## src/rtl/multicycle_ctrl_pkg.sv

```systemverilog
// Shared control encodings for the multicycle RV32I-subset core: FSM states,
// major opcodes and the datapath select codes seen by datapath and ALU decoder.
package ctrl_pkg;

   typedef enum logic [3:0] {
      S_FETCH    = 4'd0,
      S_DECODE   = 4'd1,
      S_MEMADR   = 4'd2,
      S_MEMREAD  = 4'd3,
      S_MEMWB    = 4'd4,
      S_MEMWRITE = 4'd5,
      S_EXECR    = 4'd6,
      S_EXECI    = 4'd7,
      S_ALUWB    = 4'd8,
      S_BEQ      = 4'd9,
      S_ILLEGAL  = 4'd10
   } state_t;

   localparam logic [6:0] OP_LOAD   = 7'b0000011;
   localparam logic [6:0] OP_STORE  = 7'b0100011;
   localparam logic [6:0] OP_RTYPE  = 7'b0110011;
   localparam logic [6:0] OP_ITYPE  = 7'b0010011;
   localparam logic [6:0] OP_BRANCH = 7'b1100011;

   localparam logic [1:0] SRCA_PC    = 2'b00;
   localparam logic [1:0] SRCA_OLDPC = 2'b01;
   localparam logic [1:0] SRCA_RS1   = 2'b10;

   localparam logic [1:0] SRCB_RS2  = 2'b00;
   localparam logic [1:0] SRCB_IMM  = 2'b01;
   localparam logic [1:0] SRCB_FOUR = 2'b10;

   localparam logic [1:0] ALUOP_ADD   = 2'b00;
   localparam logic [1:0] ALUOP_SUB   = 2'b01;
   localparam logic [1:0] ALUOP_FUNCT = 2'b10;

   localparam logic [1:0] RES_ALUOUT = 2'b00;
   localparam logic [1:0] RES_MEM    = 2'b01;
   localparam logic [1:0] RES_ALU    = 2'b10;

   // Where DECODE sends each major opcode; anything unrecognised traps.
   function automatic state_t decode_next(input logic [6:0] opcode);
      state_t nxt;
      case (opcode)
         OP_LOAD, OP_STORE: nxt = S_MEMADR;
         OP_RTYPE:          nxt = S_EXECR;
         OP_ITYPE:          nxt = S_EXECI;
         OP_BRANCH:         nxt = S_BEQ;
         default:           nxt = S_ILLEGAL;
      endcase
      return nxt;
   endfunction

endpackage

```

## src/rtl/multicycle_ctrl_if.sv

```systemverilog
// Controller <-> datapath bundle: instruction/flags in, strobes and selects out.
interface multicycle_ctrl_if #(parameter int CNT_W = 16);

   logic [31:0]      instr;
   logic             zero;
   logic             mem_ready;
   logic             pc_write;
   logic             ir_write;
   logic             adr_src;
   logic             mem_read;
   logic             mem_write;
   logic             reg_write;
   logic [1:0]       alu_src_a;
   logic [1:0]       alu_src_b;
   logic [1:0]       alu_op;
   logic [1:0]       result_src;
   logic             instr_done;
   logic             trap;
   logic [CNT_W-1:0] retired_cnt;
   logic [3:0]       state;

   modport master (
      input  instr, zero, mem_ready,
      output pc_write, ir_write, adr_src, mem_read, mem_write, reg_write,
      output alu_src_a, alu_src_b, alu_op, result_src,
      output instr_done, trap, retired_cnt, state
   );

   modport slave (
      output instr, zero, mem_ready,
      input  pc_write, ir_write, adr_src, mem_read, mem_write, reg_write,
      input  alu_src_a, alu_src_b, alu_op, result_src,
      input  instr_done, trap, retired_cnt, state
   );

endinterface

```

## src/rtl/multicycle_ctrl_out_decode.sv

```systemverilog
// Moore output map: state (plus zero / mem_ready qualifiers) to datapath
// strobes and selects. Purely combinational.
module ctrl_out_decode
   import ctrl_pkg::*;
(
   input  state_t     state,
   input  logic       zero,
   input  logic       mem_ready,
   output logic       pc_write,
   output logic       ir_write,
   output logic       adr_src,
   output logic       mem_read,
   output logic       mem_write,
   output logic       reg_write,
   output logic [1:0] alu_src_a,
   output logic [1:0] alu_src_b,
   output logic [1:0] alu_op,
   output logic [1:0] result_src,
   output logic       trap
);

   always_comb begin
      pc_write   = 1'b0;
      ir_write   = 1'b0;
      adr_src    = 1'b0;
      mem_read   = 1'b0;
      mem_write  = 1'b0;
      reg_write  = 1'b0;
      alu_src_a  = SRCA_PC;
      alu_src_b  = SRCB_RS2;
      alu_op     = ALUOP_ADD;
      result_src = RES_ALUOUT;
      trap       = 1'b0;
      case (state)
         // Instruction fetch and PC+4 share the cycle the memory completes.
         S_FETCH: begin
            mem_read   = 1'b1;
            ir_write   = mem_ready;
            pc_write   = mem_ready;
            alu_src_a  = SRCA_PC;
            alu_src_b  = SRCB_FOUR;
            alu_op     = ALUOP_ADD;
            result_src = RES_ALU;
         end
         S_DECODE: begin
            alu_src_a = SRCA_OLDPC;
            alu_src_b = SRCB_IMM;
            alu_op    = ALUOP_ADD;
         end
         S_MEMADR: begin
            alu_src_a = SRCA_RS1;
            alu_src_b = SRCB_IMM;
            alu_op    = ALUOP_ADD;
         end
         S_MEMREAD: begin
            mem_read = 1'b1;
            adr_src  = 1'b1;
         end
         S_MEMWB: begin
            result_src = RES_MEM;
            reg_write  = 1'b1;
         end
         S_MEMWRITE: begin
            mem_write = 1'b1;
            adr_src   = 1'b1;
         end
         S_EXECR: begin
            alu_src_a = SRCA_RS1;
            alu_src_b = SRCB_RS2;
            alu_op    = ALUOP_FUNCT;
         end
         S_EXECI: begin
            alu_src_a = SRCA_RS1;
            alu_src_b = SRCB_IMM;
            alu_op    = ALUOP_FUNCT;
         end
         S_ALUWB: begin
            result_src = RES_ALUOUT;
            reg_write  = 1'b1;
         end
         // Branch target was parked in the ALU result register during DECODE.
         S_BEQ: begin
            alu_src_a  = SRCA_RS1;
            alu_src_b  = SRCB_RS2;
            alu_op     = ALUOP_SUB;
            result_src = RES_ALUOUT;
            pc_write   = zero;
         end
         S_ILLEGAL: trap = 1'b1;
         default: ;
      endcase
   end

endmodule

```

## src/rtl/multicycle_ctrl.sv

```systemverilog
// Multicycle control FSM: state register, next-state logic, retire pulse and
// retired-instruction counter; output decoding lives in ctrl_out_decode.
module multicycle_ctrl
   import ctrl_pkg::*;
#(
   parameter int CNT_W = 16
) (
   input  logic               clk,
   input  logic               reset,
   multicycle_ctrl_if.master  bus
);

   state_t           state_q;
   state_t           state_d;
   logic             retire;
   logic             done_q;
   logic [CNT_W-1:0] cnt_q;
   logic [6:0]       opcode;

   logic       pc_write_raw;
   logic       ir_write_raw;
   logic       mem_read_raw;
   logic       mem_write_raw;
   logic       reg_write_raw;

   assign opcode = bus.instr[6:0];

   always_comb begin
      state_d = S_FETCH;
      retire  = 1'b0;
      case (state_q)
         S_FETCH:    state_d = bus.mem_ready ? S_DECODE : S_FETCH;
         S_DECODE:   state_d = decode_next(opcode);
         S_MEMADR:   state_d = (opcode == OP_STORE) ? S_MEMWRITE : S_MEMREAD;
         S_MEMREAD:  state_d = bus.mem_ready ? S_MEMWB : S_MEMREAD;
         S_MEMWB: begin
            state_d = S_FETCH;
            retire  = 1'b1;
         end
         S_MEMWRITE: begin
            state_d = bus.mem_ready ? S_FETCH : S_MEMWRITE;
            retire  = bus.mem_ready;
         end
         S_EXECR, S_EXECI: state_d = S_ALUWB;
         S_ALUWB, S_BEQ: begin
            state_d = S_FETCH;
            retire  = 1'b1;
         end
         S_ILLEGAL:  state_d = S_ILLEGAL;
         default:    state_d = S_FETCH;
      endcase
   end

   always_ff @(posedge clk) begin
      if (reset) begin
         state_q <= S_FETCH;
         done_q  <= 1'b0;
         cnt_q   <= '0;
      end else begin
         state_q <= state_d;
         done_q  <= retire;
         cnt_q   <= cnt_q + {{(CNT_W-1){1'b0}}, retire};
      end
   end

   ctrl_out_decode u_out_decode (
      .state      (state_q),
      .zero       (bus.zero),
      .mem_ready  (bus.mem_ready),
      .pc_write   (pc_write_raw),
      .ir_write   (ir_write_raw),
      .adr_src    (bus.adr_src),
      .mem_read   (mem_read_raw),
      .mem_write  (mem_write_raw),
      .reg_write  (reg_write_raw),
      .alu_src_a  (bus.alu_src_a),
      .alu_src_b  (bus.alu_src_b),
      .alu_op     (bus.alu_op),
      .result_src (bus.result_src),
      .trap       (bus.trap)
   );

   // Architectural side effects are suppressed for the whole reset cycle.
   assign bus.pc_write  = pc_write_raw  & ~reset;
   assign bus.ir_write  = ir_write_raw  & ~reset;
   assign bus.mem_read  = mem_read_raw  & ~reset;
   assign bus.mem_write = mem_write_raw & ~reset;
   assign bus.reg_write = reg_write_raw & ~reset;

   assign bus.instr_done  = done_q;
   assign bus.retired_cnt = cnt_q;
   assign bus.state       = state_q;

endmodule

```

## src/flat_wrapper.sv

```systemverilog
// flat-port wrapper written by rule: the top's interface ports become plain ports
module multicycle_ctrl_flat import ctrl_pkg::*;
#(
   parameter int CNT_W = 16
)
  (clk, reset, bus_instr, bus_zero, bus_mem_ready, bus_pc_write, bus_ir_write, bus_adr_src, bus_mem_read, bus_mem_write, bus_reg_write, bus_alu_src_a, bus_alu_src_b, bus_alu_op, bus_result_src, bus_instr_done, bus_trap, bus_retired_cnt, bus_state);
  multicycle_ctrl_if #(.CNT_W(CNT_W)) bus_i ();
  input  logic clk;
  input  logic reset;
  input wire logic [$bits(bus_i.instr)-1:0] bus_instr;
  input wire logic [$bits(bus_i.zero)-1:0] bus_zero;
  input wire logic [$bits(bus_i.mem_ready)-1:0] bus_mem_ready;
  output wire logic [$bits(bus_i.pc_write)-1:0] bus_pc_write;
  output wire logic [$bits(bus_i.ir_write)-1:0] bus_ir_write;
  output wire logic [$bits(bus_i.adr_src)-1:0] bus_adr_src;
  output wire logic [$bits(bus_i.mem_read)-1:0] bus_mem_read;
  output wire logic [$bits(bus_i.mem_write)-1:0] bus_mem_write;
  output wire logic [$bits(bus_i.reg_write)-1:0] bus_reg_write;
  output wire logic [$bits(bus_i.alu_src_a)-1:0] bus_alu_src_a;
  output wire logic [$bits(bus_i.alu_src_b)-1:0] bus_alu_src_b;
  output wire logic [$bits(bus_i.alu_op)-1:0] bus_alu_op;
  output wire logic [$bits(bus_i.result_src)-1:0] bus_result_src;
  output wire logic [$bits(bus_i.instr_done)-1:0] bus_instr_done;
  output wire logic [$bits(bus_i.trap)-1:0] bus_trap;
  output wire logic [$bits(bus_i.retired_cnt)-1:0] bus_retired_cnt;
  output wire logic [$bits(bus_i.state)-1:0] bus_state;
  assign bus_i.instr = bus_instr;
  assign bus_i.zero = bus_zero;
  assign bus_i.mem_ready = bus_mem_ready;
  assign bus_pc_write = bus_i.pc_write;
  assign bus_ir_write = bus_i.ir_write;
  assign bus_adr_src = bus_i.adr_src;
  assign bus_mem_read = bus_i.mem_read;
  assign bus_mem_write = bus_i.mem_write;
  assign bus_reg_write = bus_i.reg_write;
  assign bus_alu_src_a = bus_i.alu_src_a;
  assign bus_alu_src_b = bus_i.alu_src_b;
  assign bus_alu_op = bus_i.alu_op;
  assign bus_result_src = bus_i.result_src;
  assign bus_instr_done = bus_i.instr_done;
  assign bus_trap = bus_i.trap;
  assign bus_retired_cnt = bus_i.retired_cnt;
  assign bus_state = bus_i.state;
  multicycle_ctrl #(.CNT_W(CNT_W)) u_core (.clk(clk), .reset(reset), .bus(bus_i));
endmodule
```

## config.mk

```make
export PLATFORM = sky130hd
export DESIGN_NAME = multicycle_ctrl_flat
export DESIGN_NICKNAME = d
export VERILOG_FILES = /design/src/rtl/multicycle_ctrl_pkg.sv /design/src/rtl/multicycle_ctrl_if.sv /design/src/rtl/multicycle_ctrl_out_decode.sv /design/src/rtl/multicycle_ctrl.sv /design/src/flat_wrapper.sv
export SDC_FILE = /design/constraint.sdc
export NUM_CORES = 1
export LEC_CHECK = 0
export ABC_AREA = 1
export BUFFER_PORTS_ARGS = -buffer_cell sky130_fd_sc_hd__buf_2
export CAP_MARGIN = 10
export CORE_ASPECT_RATIO = 1.25
export CORE_MARGIN = 4
export CORE_UTILIZATION = 46
export CTS_BUF_LIST = sky130_fd_sc_hd__clkbuf_4 sky130_fd_sc_hd__clkbuf_8
export DETAILED_ROUTE_END_ITERATION = 8
export MAX_ROUTING_LAYER = met4
export PLACE_DENSITY = 0.83
export SYNTH_ARGS = -nofsm -noshare
export SYNTH_HDL_FRONTEND = slang
export SYNTH_SLANG_ARGS = --single-unit
export TNS_END_PERCENT = 5
```

## constraint.sdc

```tcl
create_clock -name clk -period 2.36 [get_ports clk]
set_clock_uncertainty 0.2 [all_clocks]
set_input_delay 0.236 -clock clk [delete_from_list [all_inputs] [get_ports clk]]
set_output_delay 0.236 -clock clk [all_outputs]
set_load 0.01 [all_outputs]
```

==> impl_metrics.env, run 1 <==
export IMPL_cp_slowest_cell="dfxtp_4"
export IMPL_status="finished clean"
export IMPL_ctsHoldBuffers=0
export IMPL_cts_resized=0
export IMPL_hold_path_class="in -> reg"
export IMPL_chipWidth_um=55.5
export IMPL_wirelength_mm=3.17
export IMPL_setup_violations=0
export IMPL_peakVddDrop_mv=0.259
export IMPL_power_mw=0.782
export IMPL_dp_slack_ns=0.151
export IMPL_syn_area_per_cell_um2=6.16
export IMPL_clock_sinks=21
export IMPL_slew_viol_final=0
export IMPL_synth_cell_types=25
export IMPL_ioPinCount=72
export IMPL_period_minus_slack_ns=2.12
export IMPL_core_rowCount=21
export IMPL_cts_root_buf="clkbuf_4"
export IMPL_yosysSeqAreaShare_pct=32.4
export IMPL_crit_required_ns=2.37
export IMPL_final_cell_area_um2=1630
export IMPL_grt_start_max_net_pins=20
export IMPL_antenna_cells=0
export IMPL_tightest_slew_ns=0.377
export IMPL_finalSetupTns_ns=0
export IMPL_antenna_left=0
export IMPL_cp_start_kind="flip-flop"
export IMPL_final_period_utilization_pct=90.0
export IMPL_relSlewSlack_pct=74.9
export IMPL_worstSetupEndpointType="flip-flop"
export IMPL_layout_drive_gt1_share_pct=28.9
export IMPL_num_vias=1444
export IMPL_grt_overflow_total=0
export IMPL_cts_buffer_depth=2
export IMPL_die_area_um2=3740
export IMPL_final_common_cell="nand2_1"
export IMPL_dp_hpwl_mm=2.59
export IMPL_n_fill_cell=270
export IMPL_grt_setup_unrepaired="false"
export IMPL_gp_routability_congestion=0.955
export IMPL_grt_pass1_wl_mm=5.44
export IMPL_clkTransAtPathRegs_ns=0.11
export IMPL_cts_tree="built"
export IMPL_finalHoldViolations=0
export IMPL_wl_per_cell_um=10.7
export IMPL_antenna_found_initial=0
export IMPL_dr_pass1_iters=4
export IMPL_syn_cell_area_um2=1300
export IMPL_final_cell_mix="56 x nand2_1, 46 x buf_2, 32 x nor2_1, 32 x inv_1, 19 x dfxtp_1"
export IMPL_insertion_delay_ns=0.31
export IMPL_cp_arrival_ns=2.13
export IMPL_path_max_fanout=5
export IMPL_finalNetCount=303
export IMPL_path_cells="inv_2 -> nor2_4 -> nand2_2 -> o211ai_2 -> ha_1 -> ha_1 -> inv_1 -> nor2_2 -> inv_2 -> nor3_2 -> nand2_1 -> nand2_1 -> nor2_1"
export IMPL_cpPeakStageDelay_ns=0.40
export IMPL_cts_made_buffers=3
export IMPL_die_h_um=67.4
export IMPL_core_area_um2=2710
export IMPL_syn_to_final_growth_pct=25.5
export IMPL_ys_seq_elements=21
export IMPL_drtIter0Drc=48
export IMPL_synthCells=211
export IMPL_path_class="reg -> reg"
export IMPL_grt_pass1_vias=1358
export IMPL_placed_area_um2=1590
export IMPL_path_buf_inv=3
export IMPL_portBuffers=46
export IMPL_start_util_pct=48.0
export IMPL_critPathTopFamily="simple AND/OR/NAND/NOR gates"
export IMPL_cts_max_level=1
export IMPL_synth_nets=250
export IMPL_setup_ws_ns=0.237
export IMPL_grt_total_usage_pct=18.4
export IMPL_powerDensity_nw_per_um2=479
export IMPL_drcViolationCount=0
export IMPL_max_freq_mhz=471
export IMPL_max_cap_viol_count=0
export IMPL_power_leakage_nw=0.904
export IMPL_post_cts_buffers=0
export IMPL_post_route_util_pct=60.2
export IMPL_via_per_inst=4.86
export IMPL_ys_warn_count=0
-- logic make-up (layout without fill, tap and decap cells) --
group / Yosys count / in the layout / synth area share (%)
adders and majority gates: 3 / 3 / 2.89
xor gates and xnor gates: 3 / 3 / 2.02
AOI/OAI and AO/OA: 19 / 19 / 8.38
DFF: 21 / 21 / 32.4
buffers and inverters: 43 / 95 / 12.5
and+or+nand+nor: 122 / 122 / 41.8
-- state kept, by name (all words and copies together), names as in the netlist --
signal                  flops
u_core.bus.state            4
u_core.bus.retired_cnt     16
u_core.bus.instr_done       1
-- layout make-up --
cell class	instances	area (um2)	share of cell area [%]
multi-input combinational	147	718	44.1
tap	34	42.5	2.61
inverter	41	154	9.44
timing repair buffer	50	260	16.0
sequential	21	425	26.1
clock buffer	4	30.0	1.84
-- path summary, 6_finish.rpt --
path                                         startpoint                                     to  slack (ns)  depth (start not counted)
setup reg to reg         u_core.bus.state[2]$_SDFF_PP0_   u_core.bus.retired_cnt[8]$_SDFF_PP0_        0.24                         13
hold / removal                             bus_instr[5]         u_core.bus.state[0]$_SDFF_PP0_        0.07                          4
setup / recovery         u_core.bus.state[2]$_SDFF_PP0_   u_core.bus.retired_cnt[8]$_SDFF_PP0_        0.24                         13
hold reg to reg   u_core.bus.retired_cnt[15]$_SDFF_PP0_  u_core.bus.retired_cnt[15]$_SDFF_PP0_        0.30                          2
-- stage by stage --
| step | cells | hold slack (ns) |
|---|---|---|
| global route | 297 | 0.0989 |
| global placement | 293 | 0.265 |
| CTS | 297 | 0.0645 |
| floorplan | 211 | 0.262 |
| detailed placement | 293 | 0.286 |
| finish | 297 | 0.0683 |
-- cells in the mapped netlist --
cell,instances,share of area (%)
xnor2_1,2,1.3
nand2_1,56,16
o21ai_1,2,0.77
o21a_1,1,0.58
nor2_1,33,9.5
buf_1,1,0.29
nand2_2,1,0.48
nand4_1,4,1.9
o211ai_2,1,0.96
a211oi_1,1,0.58
ha_1,3,2.9
a21oi_1,11,4.2
nor2_4,3,2.6
a31oi_1,1,0.48
inv_1,32,9.2
nor3_2,2,1.5
dfxtp_1,21,32
nor3_1,3,1.2
nand3b_1,2,1.2
nand3_1,15,5.8
inv_2,9,2.6
o21ai_0,2,0.77
xor2_1,1,0.67
buf_2,1,0.38
nor2_2,3,1.4
-- worst min-delay path, delay by kind of cell --
kind	cells	cell delay, ns
buffers and inverters	1	0.09
AND/OR/NAND/NOR	1	0.07
AO/OA/AOI/OAI	2	0.14
-- power by group --
| group | leakage (nW) | total, mW | switching, mW | internal [mW] |
|---|---|---|---|---|
| Clock | 0.0184 | 0.186 | 0.108 | 0.0776 |
| Sequential | 0.171 | 0.379 | 0.0115 | 0.368 |
| Combinational | 0.715 | 0.217 | 0.130 | 0.0868 |
| Total | 0.904 | 0.782 | 0.249 | 0.532 |
-- layer usage --
metal | up-vias | part of all wire [%] | track usage, %
li1 | 759 | - | -
met1 | 639 | 42 | 18.2
met2 | 41 | 51 | 37.1
met3 | 5 | 4.4 | 1.15
met4 | 0 | 1.8 | 7.60
met5 | - | 0 | -
Note: power is estimated with default switching activity, not from simulation.
==> run 2: changes to the inputs <==
Settings changed: CORE_UTILIZATION 46 to 41, PLACE_DENSITY 0.83 to 0.78.
Clock period 2.36 ns to 1.9 ns, I/O delays scaled along.
==> impl_metrics.env, run 2 (synthesis results as in run 1) <==
export IMPL_cts_buffer_depth=2
export IMPL_crit_start="u_core.bus.state[2]$_SDFF_PP0_"
export IMPL_r2r_setup_slack_ns=-0.09
export IMPL_stdcell_count=312
export IMPL_grt_total_usage_pct=16.8
export IMPL_path_class="reg -> reg"
export IMPL_hold_path_class="in -> reg"
export IMPL_violations="setup timing"
export IMPL_grt_pass1_wl_mm=5.33
export IMPL_cts_max_level=1
export IMPL_antenna_left=0
export IMPL_max_cap_viol_count=0
export IMPL_cp_start_kind="flip-flop"
export IMPL_dp_hpwl_mm=2.53
export IMPL_tightest_slew_ns=0.386
export IMPL_die_h_um=70.9
export IMPL_cts_root_buf="clkbuf_4"
export IMPL_period_minus_slack_ns=1.99
export IMPL_drtIter0Drc=59
export IMPL_grt_overflow_total=0
export IMPL_whs_ns=0.0185
export IMPL_chipWidth_um=58.3
export IMPL_power_mw=1.02
export IMPL_r2r_start="u_core.bus.state[2]$_SDFF_PP0_"
export IMPL_dr_pass1_iters=4
export IMPL_final_period_utilization_pct=105
export IMPL_gp_routability_congestion=0.872
export IMPL_grt_start_max_net_pins=20
export IMPL_ioPinCount=72
export IMPL_num_vias=1473
export IMPL_cp_arrival_ns=2.00
export IMPL_die_area_um2=4140
export IMPL_final_common_cell="nand2_1"
export IMPL_final_cell_area_um2=1810
export IMPL_syn_to_final_growth_pct=39.6
export IMPL_grt_pass1_vias=1288
export IMPL_powerDensity_nw_per_um2=561
export IMPL_cts_made_buffers=3
export IMPL_final_cell_mix="54 x nand2_1, 46 x buf_2, 31 x inv_1"
export IMPL_power_leakage_nw=0.983
export IMPL_setup_worst_path_end="u_core.bus.retired_cnt[8]$_SDFF_PP0_"
export IMPL_crit_top_cell="inv_2"
export IMPL_clock_sinks=21
export IMPL_worstSetupEndpointType="flip-flop"
export IMPL_r2r_end="u_core.bus.retired_cnt[8]$_SDFF_PP0_"
export IMPL_placed_area_um2=1680
export IMPL_wirelength_mm=3.28
export IMPL_dp_cells=304
export IMPL_largest_register_ffs=16
export IMPL_drcViolationCount=0
export IMPL_grt_setup_unrepaired="true"
export IMPL_antenna_found_initial=0
export IMPL_setup_ws_ns=-0.0894
export IMPL_insertion_delay_ns=0.31
export IMPL_path_cells="inv_2 -> nor2_4 -> nand2_2 -> o211ai_2 -> ha_2 -> ha_4 -> inv_2 -> nor2_4 -> inv_2 -> nor3_4 -> nand2_1 -> nand2_1 -> nor2_1"
export IMPL_status="finished, violations left"
export IMPL_path_max_fanout=3
export IMPL_finalHoldViolations=0
export IMPL_peakVddDrop_mv=0.393
export IMPL_cpPeakStageDelay_ns=0.37
export IMPL_slew_viol_final=0
export IMPL_cts_tree="built"
export IMPL_wl_per_cell_um=10.5
export IMPL_post_route_util_pct=60.4
export IMPL_relSlewSlack_pct=74.2
export IMPL_n_fill_cell=305
export IMPL_max_freq_mhz=503
export IMPL_core_area_um2=3000
export IMPL_antenna_cells=0
export IMPL_setup_violations=11
export IMPL_start_util_pct=43.3
export IMPL_crit_required_ns=1.91
export IMPL_portBuffers=46
export IMPL_clkTransAtPathRegs_ns=0.12
export IMPL_reg2reg_depth=13
export IMPL_via_per_inst=4.72
export IMPL_cp_slowest_cell="dfxtp_4"
export IMPL_layout_drive_gt1_share_pct=36.6
export IMPL_finalNetCount=316
export IMPL_core_rowCount=22
[run 2: worst max-delay path: cells and delay by family, from the launching register on]
family,cells,cell delay [ns]
compound gates,1,0.19
simple gates,7,0.62
buf+inv,3,0.16
flops,1,0.37
fa+ha+maj,2,0.37
[run 2: worst min-delay path by stage]
stage | from | to | cells past startpoint | slack [ns]
6_report | bus_instr[5] | u_core.bus.state[0]$_SDFF_PP0_ | 4 | 0.02
4_1_cts | bus_instr[5] | u_core.bus.state[0]$_SDFF_PP0_ | 4 | 0.02
3_3_place_gp | u_core.bus.retired_cnt[15]$_SDFF_PP0_ | u_core.bus.retired_cnt[15]$_SDFF_PP0_ | 2 | 0.27
3_5_place_dp | u_core.bus.retired_cnt[15]$_SDFF_PP0_ | u_core.bus.retired_cnt[15]$_SDFF_PP0_ | 2 | 0.27
5_1_grt | bus_instr[5] | u_core.bus.state[0]$_SDFF_PP0_ | 4 | 0.05
2_1_floorplan | bus_instr[5] | u_core.bus.state[0]$_SDFF_PP0_ | 3 | 0.21
[run 2: power breakdown]
group          switching [mW]  total, mW  internal (mW)
logic                   0.172      0.305          0.134
clock network           0.141      0.238         0.0964
registers              0.0172      0.475          0.458
total                   0.330       1.02          0.688
[run 2: final cells by class]
cell class                 count  area [um2]  share of cell area (%)
multi-input combinational    147         792                    43.7
sequential                    21         432                    23.8
timing repair buffer          63         358                    19.7
inverter                      41         156                    8.63
tap                           36        45.0                    2.48
clock buffer                   4        30.0                    1.66
[run 2: layer usage]
layer / global-route usage [%] / vias to the layer above / routed length (um)
met3: 2.19 / 9 / 186
li1: - / 780 / -
met2: 28.6 / 41 / 1600
met5: - / - / 0
met1: 18.8 / 643 / 1390
met4: 7.99 / 0 / 102
[run 2: timing repair]
item	CTS	global route
hold buffers	0	0
gates resized for setup	4	15
setup endpoints to repair	9	18
hold endpoints to repair	0	0
cloned	0	0
setup buffers	1	3
pin swaps	2	7
[run 2: metrics by stage]
step	TNS, ns	setup slack, ns
2_1_floorplan	-0.0447	-0.0447
3_3_place_gp	-0.242	-0.105
3_5_place_dp	-0.467	-0.152
4_1_cts	-0.760	-0.153
5_1_grt	-2.59	-0.216
6_report	-0.623	-0.0894
==> run 3: changes to the inputs <==
Settings changed: RECOVER_POWER from default to 50.
==> impl_metrics.env, run 3 (synthesis results as in run 1) <==
export IMPL_placed_area_um2=1680
export IMPL_start_util_pct=43.3
export IMPL_die_h_um=70.9
export IMPL_grt_start_max_net_pins=20
export IMPL_die_area_um2=4140
export IMPL_grt_total_usage_pct=16.8
export IMPL_clkTransAtPathRegs_ns=0.12
export IMPL_core_rowCount=22
export IMPL_syn_to_final_growth_pct=39.3
export IMPL_via_per_inst=4.73
export IMPL_reg2reg_depth=12
export IMPL_ioPinCount=72
export IMPL_setup_ws_ns=-0.0857
export IMPL_antenna_cells=0
export IMPL_max_freq_mhz=504
export IMPL_grt_overflow_total=0
export IMPL_grt_pass1_wl_mm=5.33
export IMPL_slew_viol_final=0
export IMPL_cts_max_level=1
export IMPL_grt_setup_unrepaired="true"
export IMPL_min_to="u_core.bus.state[0]$_SDFF_PP0_"
export IMPL_dp_slack_ns=-0.152
export IMPL_cp_arrival_ns=2.04
export IMPL_period_minus_slack_ns=1.99
export IMPL_min_from="bus_instr[5]"
export IMPL_violations="setup timing"
export IMPL_gp_routability_congestion=0.872
export IMPL_n_fill_cell=304
export IMPL_wl_per_cell_um=10.5
export IMPL_r2r_setup_slack_ns=-0.09
export IMPL_dr_pass1_iters=4
export IMPL_r2r_start="u_core.bus.state[2]$_SDFF_PP0_"
export IMPL_worstSetupEndpointType="flip-flop"
export IMPL_cts_tree="built"
export IMPL_peakVddDrop_mv=0.392
export IMPL_finalNetCount=316
export IMPL_ctsHoldBuffers=0
export IMPL_antenna_left=0
export IMPL_cp_start_kind="flip-flop"
export IMPL_clock_sinks=21
export IMPL_hold_path_class="in -> reg"
export IMPL_r2r_end="u_core.bus.retired_cnt[9]$_SDFF_PP0_"
export IMPL_path_max_fanout=5
export IMPL_core_area_um2=3000
export IMPL_insertion_delay_ns=0.31
export IMPL_drtIter0Drc=62
export IMPL_drcViolationCount=0
export IMPL_max_cap_viol_count=0
export IMPL_final_cell_mix="54 x nand2_1, 43 x buf_2, 31 x inv_1"
export IMPL_finalHoldViolations=0
export IMPL_final_cell_area_um2=1810
export IMPL_setup_violations=11
export IMPL_largest_register_ffs=16
export IMPL_whs_path_depth=4
export IMPL_portBuffers=46
export IMPL_dp_hpwl_mm=2.53
export IMPL_antenna_found_initial=0
export IMPL_tightest_slew_ns=0.385
export IMPL_chipWidth_um=58.3
export IMPL_cts_root_buf="clkbuf_4"
export IMPL_powerDensity_nw_per_um2=560
export IMPL_wirelength_mm=3.29
export IMPL_layout_drive_gt1_share_pct=35.5
export IMPL_relSlewSlack_pct=74.3
export IMPL_final_period_utilization_pct=105
export IMPL_cts_buffer_depth=2
export IMPL_cts_made_buffers=3
export IMPL_grt_pass1_vias=1288
export IMPL_final_common_cell="nand2_1"
export IMPL_power_leakage_nw=0.970
export IMPL_path_class="reg -> reg"
export IMPL_status="finished, violations left"
export IMPL_crit_required_ns=1.95
export IMPL_num_vias=1476
==> run 3: layer usage <==
metal	vias up	global-route usage, %	wire (um)
li1	781	-	-
met1	647	18.8	1380
met2	40	28.6	1630
met3	8	2.19	188
met4	0	7.99	89
met5	-	-	0
==> run 3: power breakdown <==
part / switching, mW / total, mW / internal, mW
logic: 0.172 / 0.304 / 0.132
registers: 0.0175 / 0.475 / 0.458
clock network: 0.137 / 0.234 / 0.0963
total: 0.327 / 1.01 / 0.686
==> run 3: critical path: stages (launching register included) <==
cell      delay (ns)
dfxtp_4         0.37
inv_2           0.05
nor2_4          0.14
nand2_2         0.08
o211ai_2        0.19
ha_2            0.24
buf_4           0.13
nand3_4         0.11
inv_4           0.11
nand2_2         0.07
o21ai_1         0.12
nand2_1         0.06
nor2_1          0.08
==> run 3: stage by stage <==
stage / hold WS [ns] / instances / power [mW] / TNS (ns) / util, %
5_1_grt: 0.0533 / 312 / 1.07 / -2.59 / 60.3
6_report: 0.0241 / 312 / 1.01 / -0.657 / 60.3
4_1_cts: 0.0200 / 309 / 1.02 / -0.760 / 57.6
3_3_place_gp: 0.266 / 304 / 0.769 / -0.242 / 55.9
2_1_floorplan: 0.205 / 211 / 0.646 / -0.0447 / -
3_5_place_dp: 0.271 / 304 / 0.772 / -0.467 / 55.9
==> run 3: timing repair <==
item / 4_1_cts / 5_1_grt
hold endpoints to repair: 0 / 0
endpoints found under the setup margin: 9 / 18
buffers inserted: 1 / 3
resized for setup: 4 / 15
pin swaps: 2 / 7
==> run 3: cell type report <==
cell class                 count  area [um2]  share of cell area (%)
sequential                    21         432                    23.9
multi-input combinational    147         792                    43.8
timing repair buffer          63         354                    19.6
inverter                      41         156                    8.64
tap                           36        45.0                    2.49
clock buffer                   4        30.0                    1.66
==> run 3: worst max-delay path by stage <==
| stage | start | end | slack, ns |
|---|---|---|---|
| 3_5_place_dp | u_core.bus.state[0]$_SDFF_PP0_ | u_core.bus.retired_cnt[8]$_SDFF_PP0_ | -0.15 |
| 2_1_floorplan | u_core.bus.state[2]$_SDFF_PP0_ | u_core.bus.retired_cnt[8]$_SDFF_PP0_ | -0.04 |
| 3_3_place_gp | u_core.bus.state[3]$_SDFF_PP0_ | u_core.bus.retired_cnt[8]$_SDFF_PP0_ | -0.10 |
| 5_1_grt | u_core.bus.state[2]$_SDFF_PP0_ | u_core.bus.retired_cnt[9]$_SDFF_PP0_ | -0.22 |
| 4_1_cts | u_core.bus.state[2]$_SDFF_PP0_ | u_core.bus.retired_cnt[8]$_SDFF_PP0_ | -0.15 |
| 6_report | u_core.bus.state[2]$_SDFF_PP0_ | u_core.bus.retired_cnt[9]$_SDFF_PP0_ | -0.09 |
